--- config.mk ---
export PLATFORM = sky130hd
export DESIGN_NAME = clock_divider_multi_flat
export DESIGN_NICKNAME = d
export VERILOG_FILES = /design/src/rtl/clock_divider_multi_if.sv /design/src/rtl/clock_divider_multi.sv /design/src/flat_wrapper.sv
export SDC_FILE = /design/constraint.sdc
export NUM_CORES = 1
export LEC_CHECK = 0
export CAP_MARGIN = 20
export CORE_MARGIN = 4
export CORE_UTILIZATION = 35
export CTS_CLUSTER_DIAMETER = 40
export DETAILED_ROUTE_END_ITERATION = 12
export GPL_ROUTABILITY_DRIVEN = 0
export SLEW_MARGIN = 20
export SYNTH_ARGS = -nofsm -noshare
export SYNTH_HDL_FRONTEND = slang
export SYNTH_SLANG_ARGS = --single-unit
--- constraint.sdc ---
create_clock -name clk -period 8.75 [get_ports clk]
set_input_delay 1.75 -clock clk [delete_from_list [all_inputs] [get_ports clk]]
set_output_delay 1.75 -clock clk [all_outputs]
set_load 0.005 [all_outputs]
--- src/rtl/clock_divider_multi_if.sv ---
// Bundle of control inputs and divided-clock outputs for clock_divider_multi.
// The master side drives enables and configuration; the slave side is the divider.
interface clock_divider_multi_if #(
   parameter int NUM_CH = 4,
   parameter int CH_W   = 2,
   parameter int CNT_W  = 16
);
   logic [NUM_CH-1:0] ch_en;
   logic              sync_restart;
   logic              cfg_we;
   logic [CH_W-1:0]   cfg_ch;
   logic [CNT_W-1:0]  cfg_div;
   logic [NUM_CH-1:0] clk_div;
   logic [NUM_CH-1:0] tick;
   logic [NUM_CH-1:0] div_pending;

   modport master (
      output ch_en, sync_restart, cfg_we, cfg_ch, cfg_div,
      input  clk_div, tick, div_pending
   );

   modport slave (
      input  ch_en, sync_restart, cfg_we, cfg_ch, cfg_div,
      output clk_div, tick, div_pending
   );
endinterface

--- src/rtl/clock_divider_multi.sv ---
// Multi-channel 50%-duty clock divider with per-channel tick strobe, shadowed
// half-period registers that switch only at a half-period boundary, and a global realign.
module clock_divider_multi #(
   parameter int NUM_CH      = 4,
   parameter int CH_W        = 2,
   parameter int CNT_W       = 16,
   parameter int DEFAULT_DIV = 5000
) (
   input  logic                  clk,
   input  logic                  reset,
   clock_divider_multi_if.slave  bus
);
   localparam logic [CNT_W-1:0] DIV_RST = CNT_W'(DEFAULT_DIV);
   localparam logic [CNT_W-1:0] ONE     = CNT_W'(1);

   for (genvar i = 0; i < NUM_CH; i++) begin : g_ch
      logic [CNT_W-1:0] count;
      logic [CNT_W-1:0] active_div;
      logic [CNT_W-1:0] shadow_div;
      logic [CNT_W-1:0] div_eff;
      logic             pending;
      logic             clk_q;
      logic             tick_q;
      logic             wr;
      logic             terminal;

      // An out-of-range cfg_ch never equals any channel index, so it is ignored here.
      assign wr       = bus.cfg_we && (bus.cfg_ch == CH_W'(i));
      assign div_eff  = (active_div == '0) ? ONE : active_div;
      assign terminal = (count == (div_eff - ONE));

      always_ff @(posedge clk or posedge reset) begin
         if (reset) begin
            count      <= '0;
            active_div <= DIV_RST;
            shadow_div <= DIV_RST;
            pending    <= 1'b0;
            clk_q      <= 1'b0;
            tick_q     <= 1'b0;
         end else if (bus.sync_restart || !bus.ch_en[i]) begin
            // Idle/realign: no boundary to wait for, so divisors land immediately.
            count   <= '0;
            clk_q   <= 1'b0;
            tick_q  <= 1'b0;
            pending <= 1'b0;
            if (wr) begin
               active_div <= bus.cfg_div;
               shadow_div <= bus.cfg_div;
            end else begin
               active_div <= shadow_div;
            end
         end else if (terminal) begin
            count   <= '0;
            clk_q   <= ~clk_q;
            tick_q  <= 1'b1;
            pending <= 1'b0;
            if (wr) begin
               active_div <= bus.cfg_div;
               shadow_div <= bus.cfg_div;
            end else begin
               active_div <= shadow_div;
            end
         end else begin
            count  <= count + ONE;
            tick_q <= 1'b0;
            if (wr) begin
               shadow_div <= bus.cfg_div;
               pending    <= 1'b1;
            end
         end
      end

      assign bus.clk_div[i]     = clk_q;
      assign bus.tick[i]        = tick_q;
      assign bus.div_pending[i] = pending;
   end
endmodule

--- src/flat_wrapper.sv ---
// flat-port wrapper written by rule: the top's interface ports become plain ports
module clock_divider_multi_flat 
#(
   parameter int NUM_CH      = 4,
   parameter int CH_W        = 2,
   parameter int CNT_W       = 16,
   parameter int DEFAULT_DIV = 5000
)
  (clk, reset, bus_ch_en, bus_sync_restart, bus_cfg_we, bus_cfg_ch, bus_cfg_div, bus_clk_div, bus_tick, bus_div_pending);
  clock_divider_multi_if #(.NUM_CH(NUM_CH), .CH_W(CH_W), .CNT_W(CNT_W)) bus_i ();
  input  logic clk;
  input  logic reset;
  input wire logic [$bits(bus_i.ch_en)-1:0] bus_ch_en;
  input wire logic [$bits(bus_i.sync_restart)-1:0] bus_sync_restart;
  input wire logic [$bits(bus_i.cfg_we)-1:0] bus_cfg_we;
  input wire logic [$bits(bus_i.cfg_ch)-1:0] bus_cfg_ch;
  input wire logic [$bits(bus_i.cfg_div)-1:0] bus_cfg_div;
  output wire logic [$bits(bus_i.clk_div)-1:0] bus_clk_div;
  output wire logic [$bits(bus_i.tick)-1:0] bus_tick;
  output wire logic [$bits(bus_i.div_pending)-1:0] bus_div_pending;
  assign bus_i.ch_en = bus_ch_en;
  assign bus_i.sync_restart = bus_sync_restart;
  assign bus_i.cfg_we = bus_cfg_we;
  assign bus_i.cfg_ch = bus_cfg_ch;
  assign bus_i.cfg_div = bus_cfg_div;
  assign bus_clk_div = bus_i.clk_div;
  assign bus_tick = bus_i.tick;
  assign bus_div_pending = bus_i.div_pending;
  clock_divider_multi #(.NUM_CH(NUM_CH), .CH_W(CH_W), .CNT_W(CNT_W), .DEFAULT_DIV(DEFAULT_DIV)) u_core (.clk(clk), .reset(reset), .bus(bus_i));
endmodule
# Yosys cells after proc, flatten, opt, wreduce, memory -nomap -nowiden
# Cells that the tools add are included.
# totals
inputBits,26
wordCells,120
memories,0
latchBits,0
rom_bits,0
ramBits,0
reg_bits,204
# op_classes
div_mod_pow,0
mux,52
n_shift,0
n_mul,0
eq_ne,7
reduce_logical,25
add_sub_neg,8
magnitude_cmp,0
bitwise,4
# op_table
cell,n
$mux W16,24
$add A16 B1 Y16 const B,4
$eq A16 B16 Y1,4
$logic_not A16 Y1,4
$sub A16 B1 Y16 const B,4
$mux W1,28
$reduce_bool A3 Y1,4
$reduce_bool A2 Y1,4
$eq A2 B2 Y1 const B,2
$logic_and A1 B1 Y1,4
$logic_not A1 Y1,4
$logic_or A1 B1 Y1,4
$not A1 Y1,4
$eq A2 B1 Y1 const B,1
$logic_not A2 Y1,1

# Longest topological paths before layout
# logic_depth
ltp_word,6
depth_mapped,15
ltp_nobuf,12

# Least setup slack after synthesis
# Ideal clock, no wire load.
# synth_timing
path_kind,flip-flop to flip-flop
startpoint,register u_core.g_ch[2].active_div[4]
endpoint,register u_core.g_ch[2].active_div[0]
setup_ps,125
arrival_ps,3642
path_slack_ps,4983
t_required_ps,8625
n_path_buf,3
path_stages_with_launch,15
path_cell_list,dfrtp_1 > or4_1 > clkbuf_1 > nor3_1 > a21oi_1 > ha_1 > or3b_2 > clkbuf_1 > mux2_2 > mux2i_1 > mux2i_1 > nor3_1 > a31o_2 > buf_2 > mux2_2
# synth_between
elab_chain_len,5
# synth_lines
element,line_no,rtl
from (decl),clock_divider_multi.sv:18,logic [CNT_W-1:0] active_div;
from (signal assigned),clock_divider_multi.sv:47,active_div <= bus.cfg_div;
from (signal assigned),clock_divider_multi.sv:50,active_div <= shadow_div;
from (signal assigned),clock_divider_multi.sv:58,active_div <= bus.cfg_div;
$logic_not A16 Y1,clock_divider_multi.sv:29,assign div_eff = (active_div == '0) ? ONE : active_div;
$mux W16 (*),clock_divider_multi.sv:29,
$sub A16 B1 Y16 (*),clock_divider_multi.sv:30,assign terminal = (count == (div_eff - ONE));
$eq A16 B16 Y1 (*),clock_divider_multi.sv:30,
$reduce_bool A2 Y1 (no line) (*),--,
# Every way passes the cells marked *; elsewhere a longest branch is shown, timed or not.
# A chain may end at the register's enable or synchronous reset.

# Final worst setup path
# layout_timing
startpoint,register u_core.g_ch[2].active_div[4]
endpoint,register u_core.g_ch[2].active_div[14]
# The elaborated chain is that of the path after synthesis.

==> out/results.tsv <==
metric	value	unit
status	complete, no violations	
first-pass GRT wire length	37800	um
Die Area	33400	um^2
Relative slew margins	0.309	
clk sink count	204	
CP Launch Type	register	
post-CTS setup buffers	0	
DP HPWL	15300	um
Area Growth Syn to Fin	16.2	%
CTS max path bufs	3	
gr ovfl total	0	
critical path, cell by cell	or4_1 -> nor3_1 -> a21oi_1 -> ha_1 -> or3b_2 -> mux2_2 -> mux2i_1 -> mux2i_1 -> nor3_1 -> a31o_2 -> mux2_2	
mean area per synthesized cell	11.4	um^2
setup violators final	0	
Synth Register Bits	204	
antenna violations before repair	1	
io pins	38	
Finished Layout Cells	1380	
RSZ-0062 raised after global routing	false	
worst hold slack	0.490	ns
Die H	183	um
DRC viols	0	
leakage	5.05	nW
Worst R2R Path Depth	11	
Worst R2R End	u_core.g_ch[2].active_div[14]	
Mapped Area	10700	um^2
post-route setup slack	4.51	ns
clock-pin slew on the worst setup and hold paths	0.06	ns
First DRT Iteration DRCs	373	
number of synthesis warnings	0	
R2R Setup Slk	4.51	ns
DR WL/cell	16.2	um
Root Driver	clkbuf_16	
Worst-Skew Late Latency	0.55	ns
Synth Flop Type	dfrtp_1	
Critical-path top delay cell	a31o_2	
Max-Cap Viols	0	
HP Class	reg2reg	
CP max stage delay	0.68	ns
Data arrival, critical path	4.66	ns
fill count	2820	
post-synth cell types	75	
Fmax	236	MHz
Crit Reg-Reg Startpoint	u_core.g_ch[2].active_div[4]	
num rows	63	
Seq/Total Area, Yosys	0.483	
Die Wd	183	um
Post-Route WL	22400	um
cells after synthesis	936	
Top delay family on crit path	simple AND/OR/NAND/NOR gates	
Clock Skew	0.0189	ns
EDFF count, synth	0	
gr usage total	0.136	
element type at the critical path end	register	
hold-fix buffers at CTS	0	
hold path start	u_core.g_ch[0].pending	
power per cell area	237	nW/um^2
Max IR drop VDD	0.162	mV
CTS-repair resized insts	0	
post-synth net total	970	
Worst Max-Slew Pin Slew	1.03	ns
fraction of layout cells with a size suffix above 1	0.244	
Bufs and invs on worst path	0	
drt first pass iters	6	
final net count	1000	
vias per cell	5.09	
# diodes	0	
post-route ant nets	0	
initial core utilization	0.357	
Final Hold Viols	0	
Final period util	0.484	
Setup TNS Final	0	ns
CP max FO	32	
total CTS buffers	30	
routed vias	7024	
worst hold endpoint	u_core.g_ch[0].pending	
hold-critical path depth	2	
vias in the first global route	7227	
Setup WS pre-CTS	4.48	ns
Port Buffers	37	
CTS tree	built	
CORE AREA	29900	um^2
placed cell count	1324	
CP Data Required Time	9.17	ns
pin count of the biggest net entering global routing	128	
Slew Viols, Final	0	
min Tclk post-route	4.24	ns
Clock H-tree levels	1	
Post-synth ARST share	1.00	
crit path kind	reg2reg	
## state kept, by name, indices dropped and copies added (netlist names)
signal                  cells
u_core.g_ch.shadow_div     64
u_core.g_ch.clk_q           4
u_core.g_ch.tick_q          4
u_core.g_ch.count          64
u_core.g_ch.pending         4
u_core.g_ch.active_div     64
## tightest hold or removal path: stages, from the launching register on
cell and delay, ns:
dfrtp_1 0.33, nor2_1 0.05, nor2_1 0.07
## cells in the mapped netlist (5+ instances only)
cell type,n,area share
nor2_1,91,0.032
nand3_1,43,0.020
nor3_1,19,0.0089
and2_1,19,0.011
or3_1,11,0.0064
dfrtp_1,164,0.38
nor2b_1,6,0.0035
or4_1,12,0.0084
o21ai_0,8,0.0037
nand4_1,13,0.0076
buf_4,15,0.011
nor3b_1,7,0.0049
a21oi_1,15,0.0070
mux2_2,105,0.11
mux2_4,13,0.018
ha_1,8,0.0094
buf_2,5,0.0023
a31oi_1,5,0.0029
nand2_1,23,0.0081
dfstp_2,40,0.098
inv_1,15,0.0053
mux2_1,13,0.014
nor4_1,16,0.0094
and3_1,24,0.014
mux2i_1,6,0.0056
xor2_1,67,0.055
nand3b_1,6,0.0042
xnor2_1,68,0.056
clkbuf_1,18,0.0063
nand2b_1,6,0.0035
## worst max path at each step
stage | from | to | slack [ns] | cells after the start
after floorplan | reset | u_core.g_ch[0].active_div[0] | 1.50 | 1
after global placement | bus_sync_restart | u_core.g_ch[1].active_div[1] | 4.52 | 5
after detailed placement | bus_sync_restart | u_core.g_ch[1].active_div[0] | 4.48 | 5
after CTS | u_core.g_ch[2].active_div[4] | u_core.g_ch[2].active_div[1] | 4.50 | 11
after global routing | u_core.g_ch[1].active_div[0] | u_core.g_ch[1].active_div[0] | 4.18 | 13
final | u_core.g_ch[2].active_div[4] | u_core.g_ch[2].active_div[14] | 4.51 | 11
## per-layer routing
layer,part of all wire,GRT usage,vias to the layer above,wire [um]
li1,-,-,3393,-
met1,0.49,0.195,3489,10900
met2,0.44,0.212,103,9890
met3,0.046,0.0271,39,1030
met4,0.024,0.0345,0,542
met5,0,0,-,0
## cell usage in the layout (no fill, tap or decap), types with 14 or more instances in the layout
cell type / count
a21oi_1: 15
and2_1: 19
and3_1: 24
clkbuf_16: 31
clkdlybuf4s50_1: 37
dfrtp_1: 164
dfstp_2: 40
inv_1: 14
mux2_2: 105
nand2_1: 23
nand3_1: 43
nor2_1: 91
nor3_1: 19
nor4_1: 16
xnor2_1: 68
xor2_1: 67
## cell type report
class / count / area, um^2 / share of cell area
clock buffers: 32 / 779 / 0.0628
clock inverters: 24 / 303 / 0.0244
inverters: 15 / 63.8 / 0.00514
multi-input cells: 674 / 5220 / 0.421
flip-flops and latches: 204 / 5150 / 0.415
well taps: 390 / 488 / 0.0393
repair buffers: 41 / 400 / 0.0323
## through the flow
stage / cell area (um^2) / power, mW / utilization
3_5_place_dp: 11300 / 1.69 / 0.379
4_1_cts: 12400 / 2.99 / 0.415
5_1_grt: 12400 / 3.10 / 0.415
6_report: 12400 / 2.95 / 0.415
3_3_place_gp: 11300 / 1.68 / 0.379
2_1_floorplan: 10700 / 1.57 / -
## logic make-up (layout without fill, tap and decap cells)
kind of cell	Yosys count	in the layout	synth area share
compound gates	68	68	0.0466
xor+xnor	136	136	0.113
fa+ha+maj	8	8	0.00937
buf+inv	58	112	0.0299
flops	204	204	0.483
mux	137	137	0.148
simple gates	325	325	0.170
## power breakdown
group | switching (mW) | internal [mW] | total [mW]
registers | 0.123 | 1.10 | 1.22
logic | 0.215 | 0.239 | 0.454
clock network | 0.468 | 0.804 | 1.27
total | 0.806 | 2.14 | 2.95
Note: power is estimated with default switching activity, not from simulation.
==> variant 1: new RTL, config.mk and constraints unchanged <==
`CNT_W` is set to 16 in 3 places; all go to 12.
--- a/src/rtl/clock_divider_multi_if.sv
+++ b/src/rtl/clock_divider_multi_if.sv
@@ -3,7 +3,7 @@
 interface clock_divider_multi_if #(
    parameter int NUM_CH = 4,
    parameter int CH_W   = 2,
-   parameter int CNT_W  = 16
+   parameter int CNT_W  = 12
 );
    logic [NUM_CH-1:0] ch_en;
    logic              sync_restart;
--- a/src/rtl/clock_divider_multi.sv
+++ b/src/rtl/clock_divider_multi.sv
@@ -3,7 +3,7 @@
 module clock_divider_multi #(
    parameter int NUM_CH      = 4,
    parameter int CH_W        = 2,
-   parameter int CNT_W       = 16,
+   parameter int CNT_W       = 12,
    parameter int DEFAULT_DIV = 5000
 ) (
    input  logic                  clk,
--- a/src/flat_wrapper.sv
+++ b/src/flat_wrapper.sv
@@ -3,7 +3,7 @@
 #(
    parameter int NUM_CH      = 4,
    parameter int CH_W        = 2,
-   parameter int CNT_W       = 16,
+   parameter int CNT_W       = 12,
    parameter int DEFAULT_DIV = 5000
 )
   (clk, reset, bus_ch_en, bus_sync_restart, bus_cfg_we, bus_cfg_ch, bus_cfg_div, bus_clk_div, bus_tick, bus_div_pending);
Ports: changed (resized bus_cfg_div); port bits go from 38 to 34. No check against the original RTL was run, so the function may have changed too.
==> variant 1 against the original RTL <==
Design area fell by 25%. Sequential cell count shrank 48. Setup slack better by 0.24 ns. Global-route usage shrank 0.57 points. Total power shrank 27%. Routed wire length is 27% lower. Synthesized area fell by 24%. Sequential power down 23%.
==> variant 1: results (changes against the original RTL) <==
[status]
status=complete, no violations

[critical_path]
r2r-end=u_core.g_ch[0].active_div[6]

[layout]
fin_nets=761  ; -24%
bufAreaShareNonClock=0.0370  ; +0.00470
nFillCells=2177  ; -23%
clock_tree_area_fraction=0.0733  ; -0.0140
reg_top3=u_core.g_ch.active_div x48, u_core.g_ch.count x48, u_core.g_ch.shadow_div x48
inv_count=17  ; +2
drive_above_1_share=0.231  ; -0.0133
multi_input_area_share=0.418  ; -0.00224
n_all_buffers=35  ; -15%
seq_area_um2=3940  ; -23%
nFlopsAndLatches=156  ; -24%

[synthesis]
synth.avg_cell_area_um2=11.5  ; +0.70%
synthTopCellsByArea=dfrtp_1, dfstp_2, mux2_2, xor2_1, xnor2_1
synth-xor-area-share=0.0892  ; -0.0237
synth-adder-area-share=0.0123  ; +0.00291
syn_nets=739  ; -24%
synth_seq_area_share=0.484  ; +0.00144
synth_cell_types=65  ; -13%

[sta]
holdWs_ns=0.491  ; +0.00104 ns
finalClockSkew_ns=0.00865  ; -0.0102 ns

[global_routing]
grt_max_degree=100  ; -22%
grt_pass1_wl_mm=27.5  ; -27%
track_usage=0.131  ; -0.00574

[detailed_routing]
vias=5272  ; -25%
drtPass1Iterations=4  ; -2
wl_mm=16.3  ; -27%

[placed_design]
numPlacedInstances=1025  ; -23%
place_area_um2=8660  ; -24%
io_buffers=33  ; -11%

[pwr]
leakagePower_nw=3.75  ; -26%
vdd_drop_max_mv=0.158  ; -2.4%

[clock_network]
insertion_delay_ns=0.42  ; -0.13 ns

[hold_path]
hold_end=u_core.g_ch[0].shadow_div[6]

## variant 1: cell count changes in the layout (fill, tap and decap cells not counted), moves of 14 or more
cell	change
nor2_1	-23
xor2_1	-24
dfrtp_1	-40
xnor2_1	-28
clkbuf_16	-14
mux2_2	-31
## variant 1: report_power, final
group | switching (mW) | internal (mW)
Sequential | 0.106 | 0.838
Combinational | 0.164 | 0.191
Clock | 0.290 | 0.558
## variant 1: critical path, stage by stage, from the launching register on
cell	delay, ns
dfstp_2	0.61
nor4_1	0.11
and2_1	0.19
a21oi_1	0.17
ha_1	0.20
nor3b_1	0.55
nand4_1	0.15
a21boi_0	0.22
o21bai_1	0.11
a221o_1	0.44
o21ai_4	0.71
mux2_2	0.41
## variant 1: layer usage
metal / vias up / part of all wire / wire length [um] / GRT usage
met4: 0 / 0.017 / 276 / 0.0415
met1: 2620 / 0.50 / 8170 / 0.183
met3: 18 / 0.036 / 591 / 0.0323
met5: - / 0 / 0 / 0
li1: 2565 / - / - / -
met2: 69 / 0.45 / 7290 / 0.200
==> variant 2: new RTL, config.mk and constraints unchanged <==
Made on the original files. Reset style: synchronous (`reset`), changed in one clocked block.
--- a/src/rtl/clock_divider_multi.sv
+++ b/src/rtl/clock_divider_multi.sv
@@ -29,7 +29,7 @@
       assign div_eff  = (active_div == '0) ? ONE : active_div;
       assign terminal = (count == (div_eff - ONE));
 
-      always_ff @(posedge clk or posedge reset) begin
+      always_ff @(posedge clk) begin
          if (reset) begin
             count      <= '0;
             active_div <= DIV_RST;
Behaviour: differs if reset is asserted again (counterexample within 4 cycles, from zero or initial values and one cycle with reset high); with reset held inactive, the same outputs for 4 cycles.
==> variant 2 against the original RTL <==
Synthesized area fell by 1.7%. Routed wire length rose by 9.0%. Design area fell by 3.0%. Setup slack improved by 0.21 ns. Utilization fell by 0.94 points. Sequential cell count did not move. Critical endpoint is now u_core.g_ch[2].active_div[2].
Power is not compared: it rests on default switching activity, and its combinational part moved more than twofold at a synthesized area within 25%.
==> variant 2: results (changes against the original RTL) <==
[critical_path]
r2r-end=u_core.g_ch[2].active_div[2]
rr_worst_depth=12  ; +1
crit_family=simple AND/OR/NAND/NOR gates
cpMaxStageDelayCell=o21ai_4
cpPeakStageDelay_ns=0.80  ; +0.12 ns
crit_path_max_fanout=33  ; +3.1%
worstPathArrival_ns=4.43  ; -0.23 ns
r2r_slack_ns=4.72  ; +0.21 ns
r2r-start=u_core.g_ch[2].active_div[5]

[synthesis]
synth_ff_type=dfxtp_1
synthTopCellsByArea=dfxtp_1, nand2_1, xor2_1, xnor2_1, nor2_1
synthTopCellsByCount=dfxtp_1, nand2_1, nor2_1
synthArstFlopShare=0  ; -1.00
synth_warnings=0  ; unchanged
synth_seq_area_share=0.389  ; -0.0935
synth_cell_types=80  ; +6.7%

[sta]
finalClockSkew_ns=0.0162  ; -0.00266 ns
setup_violations=0  ; unchanged
relSlewSlack=0.257  ; -0.0516
finalSetupTns_ns=0  ; unchanged

[clock_network]
cts_buffer_depth=3  ; unchanged
cts_buffers=31  ; +3.3%
path_clk_slew_ns=0.06  ; about the same
cts_resized=0  ; unchanged
ctsHtreeMaxLevel=1  ; unchanged
cts_setup_buffers=0  ; unchanged
insertion_delay_ns=0.56
cts-root-buf=clkbuf_16

[layout]
reg_top3=u_core.g_ch.active_div x64, u_core.g_ch.count x64, u_core.g_ch.shadow_div x64
diodes=0  ; unchanged
drive_above_1_share=0.0998  ; -0.145
fin_nets=1242  ; +24%

[detailed_routing]
wire_per_inst_um=15.0  ; -7.3%
drtPass1Iterations=5  ; -1
vias=8159  ; +16%
drtIter0Drc=584  ; +57%

[placed_design]
io_buffers=37  ; unchanged
hpwl_mm=16.8  ; +10%
place_area_um2=10900  ; -3.4%

[hold_path]
hold_end=u_core.g_ch[2].shadow_div[11]
hold_class=flip-flop to flip-flop
whs_path_depth=2  ; unchanged
hp-start=u_core.g_ch[2].shadow_div[11]

[global_routing]
grt_pass1_wl_mm=41.0  ; +8.4%
grt_util_met2=0.229  ; +0.0162
met3_usage=0.0246  ; -0.00255
grt_util_met1=0.211  ; +0.0160
first_global_vias=7860  ; +8.8%
antenna_found_initial=0  ; -1
grt_max_degree=69  ; -46%
track_usage=0.146  ; +0.00966

[pwr]
leakagePower_nw=4.45
vdd_drop_max_mv=0.184

[status]
status=complete, no violations

[variant 2: worst register-to-register path: stages, from the launching register on]
cell       delay, ns
dfxtp_1         0.37
or4_1           0.69
nor4_4          0.38
nor2b_1         0.21
nor2_1          0.06
ha_1            0.24
or4b_2          0.25
nor4_1          0.06
xnor2_1         0.13
a211oi_1        0.29
nand4b_2        0.23
o21ai_4         0.80
a2bb2oi_1       0.17
[variant 2: per-stage QoR]
step / hold WS [ns] / cells / utilization / setup slack (ns)
final: 0.462 / 1623 / 0.406 / 4.72
after global routing: 0.475 / 1623 / 0.406 / 4.41
after global placement: 0.449 / 1564 / 0.369 / 4.53
after CTS: 0.464 / 1623 / 0.406 / 4.71
after floorplan: 0.438 / 1213 / - / 5.51
after detailed placement: 0.457 / 1565 / 0.369 / 4.53
[variant 2: final cells by class]
class / instances / area (um2)
Timing Repair Buffer: 41 / 390
Clock buffer: 34 / 797
Sequential cell: 204 / 4080
Clock inverter: 24 / 292
Tap cell: 390 / 488
Inverter: 45 / 169
Multi-Input combinational cell: 885 / 5810
Fill cell: 2968 / 17600
[variant 2: cell families after synthesis]
kind of cell | share of synthesized area
simple gates | 0.259
compound gates | 0.144
xor+xnor | 0.108
buf+inv | 0.0579
mux | 0.0324
flops | 0.389
fa+ha+maj | 0.00954
[variant 2: how the worst max path moves through the flow]
stage	startpoint	end	slack, ns	cells after the start
2_1_floorplan	u_core.g_ch[2].active_div[5]	u_core.g_ch[2].clk_q	5.51	14
3_3_place_gp	bus_ch_en[0]	u_core.g_ch[0].active_div[12]	4.53	4
4_1_cts	u_core.g_ch[2].active_div[5]	u_core.g_ch[2].count[9]	4.71	12
3_5_place_dp	bus_ch_en[0]	u_core.g_ch[0].active_div[3]	4.53	4
5_1_grt	u_core.g_ch[2].active_div[5]	u_core.g_ch[2].active_div[4]	4.41	12
6_report	u_core.g_ch[2].active_div[5]	u_core.g_ch[2].active_div[2]	4.72	12
[variant 2: power by group]
group	internal, mW	switching [mW]
sequential	0.962	0.0380
clock	0.793	0.483
combinational	0.0925	0.115
total	1.85	0.636
[variant 2: metal layers]
metal / wire length [um] / share of wire
met2: 10800 / 0.44
met4: 442 / 0.018
met5: 0 / 0
met3: 820 / 0.034
met1: 12300 / 0.51
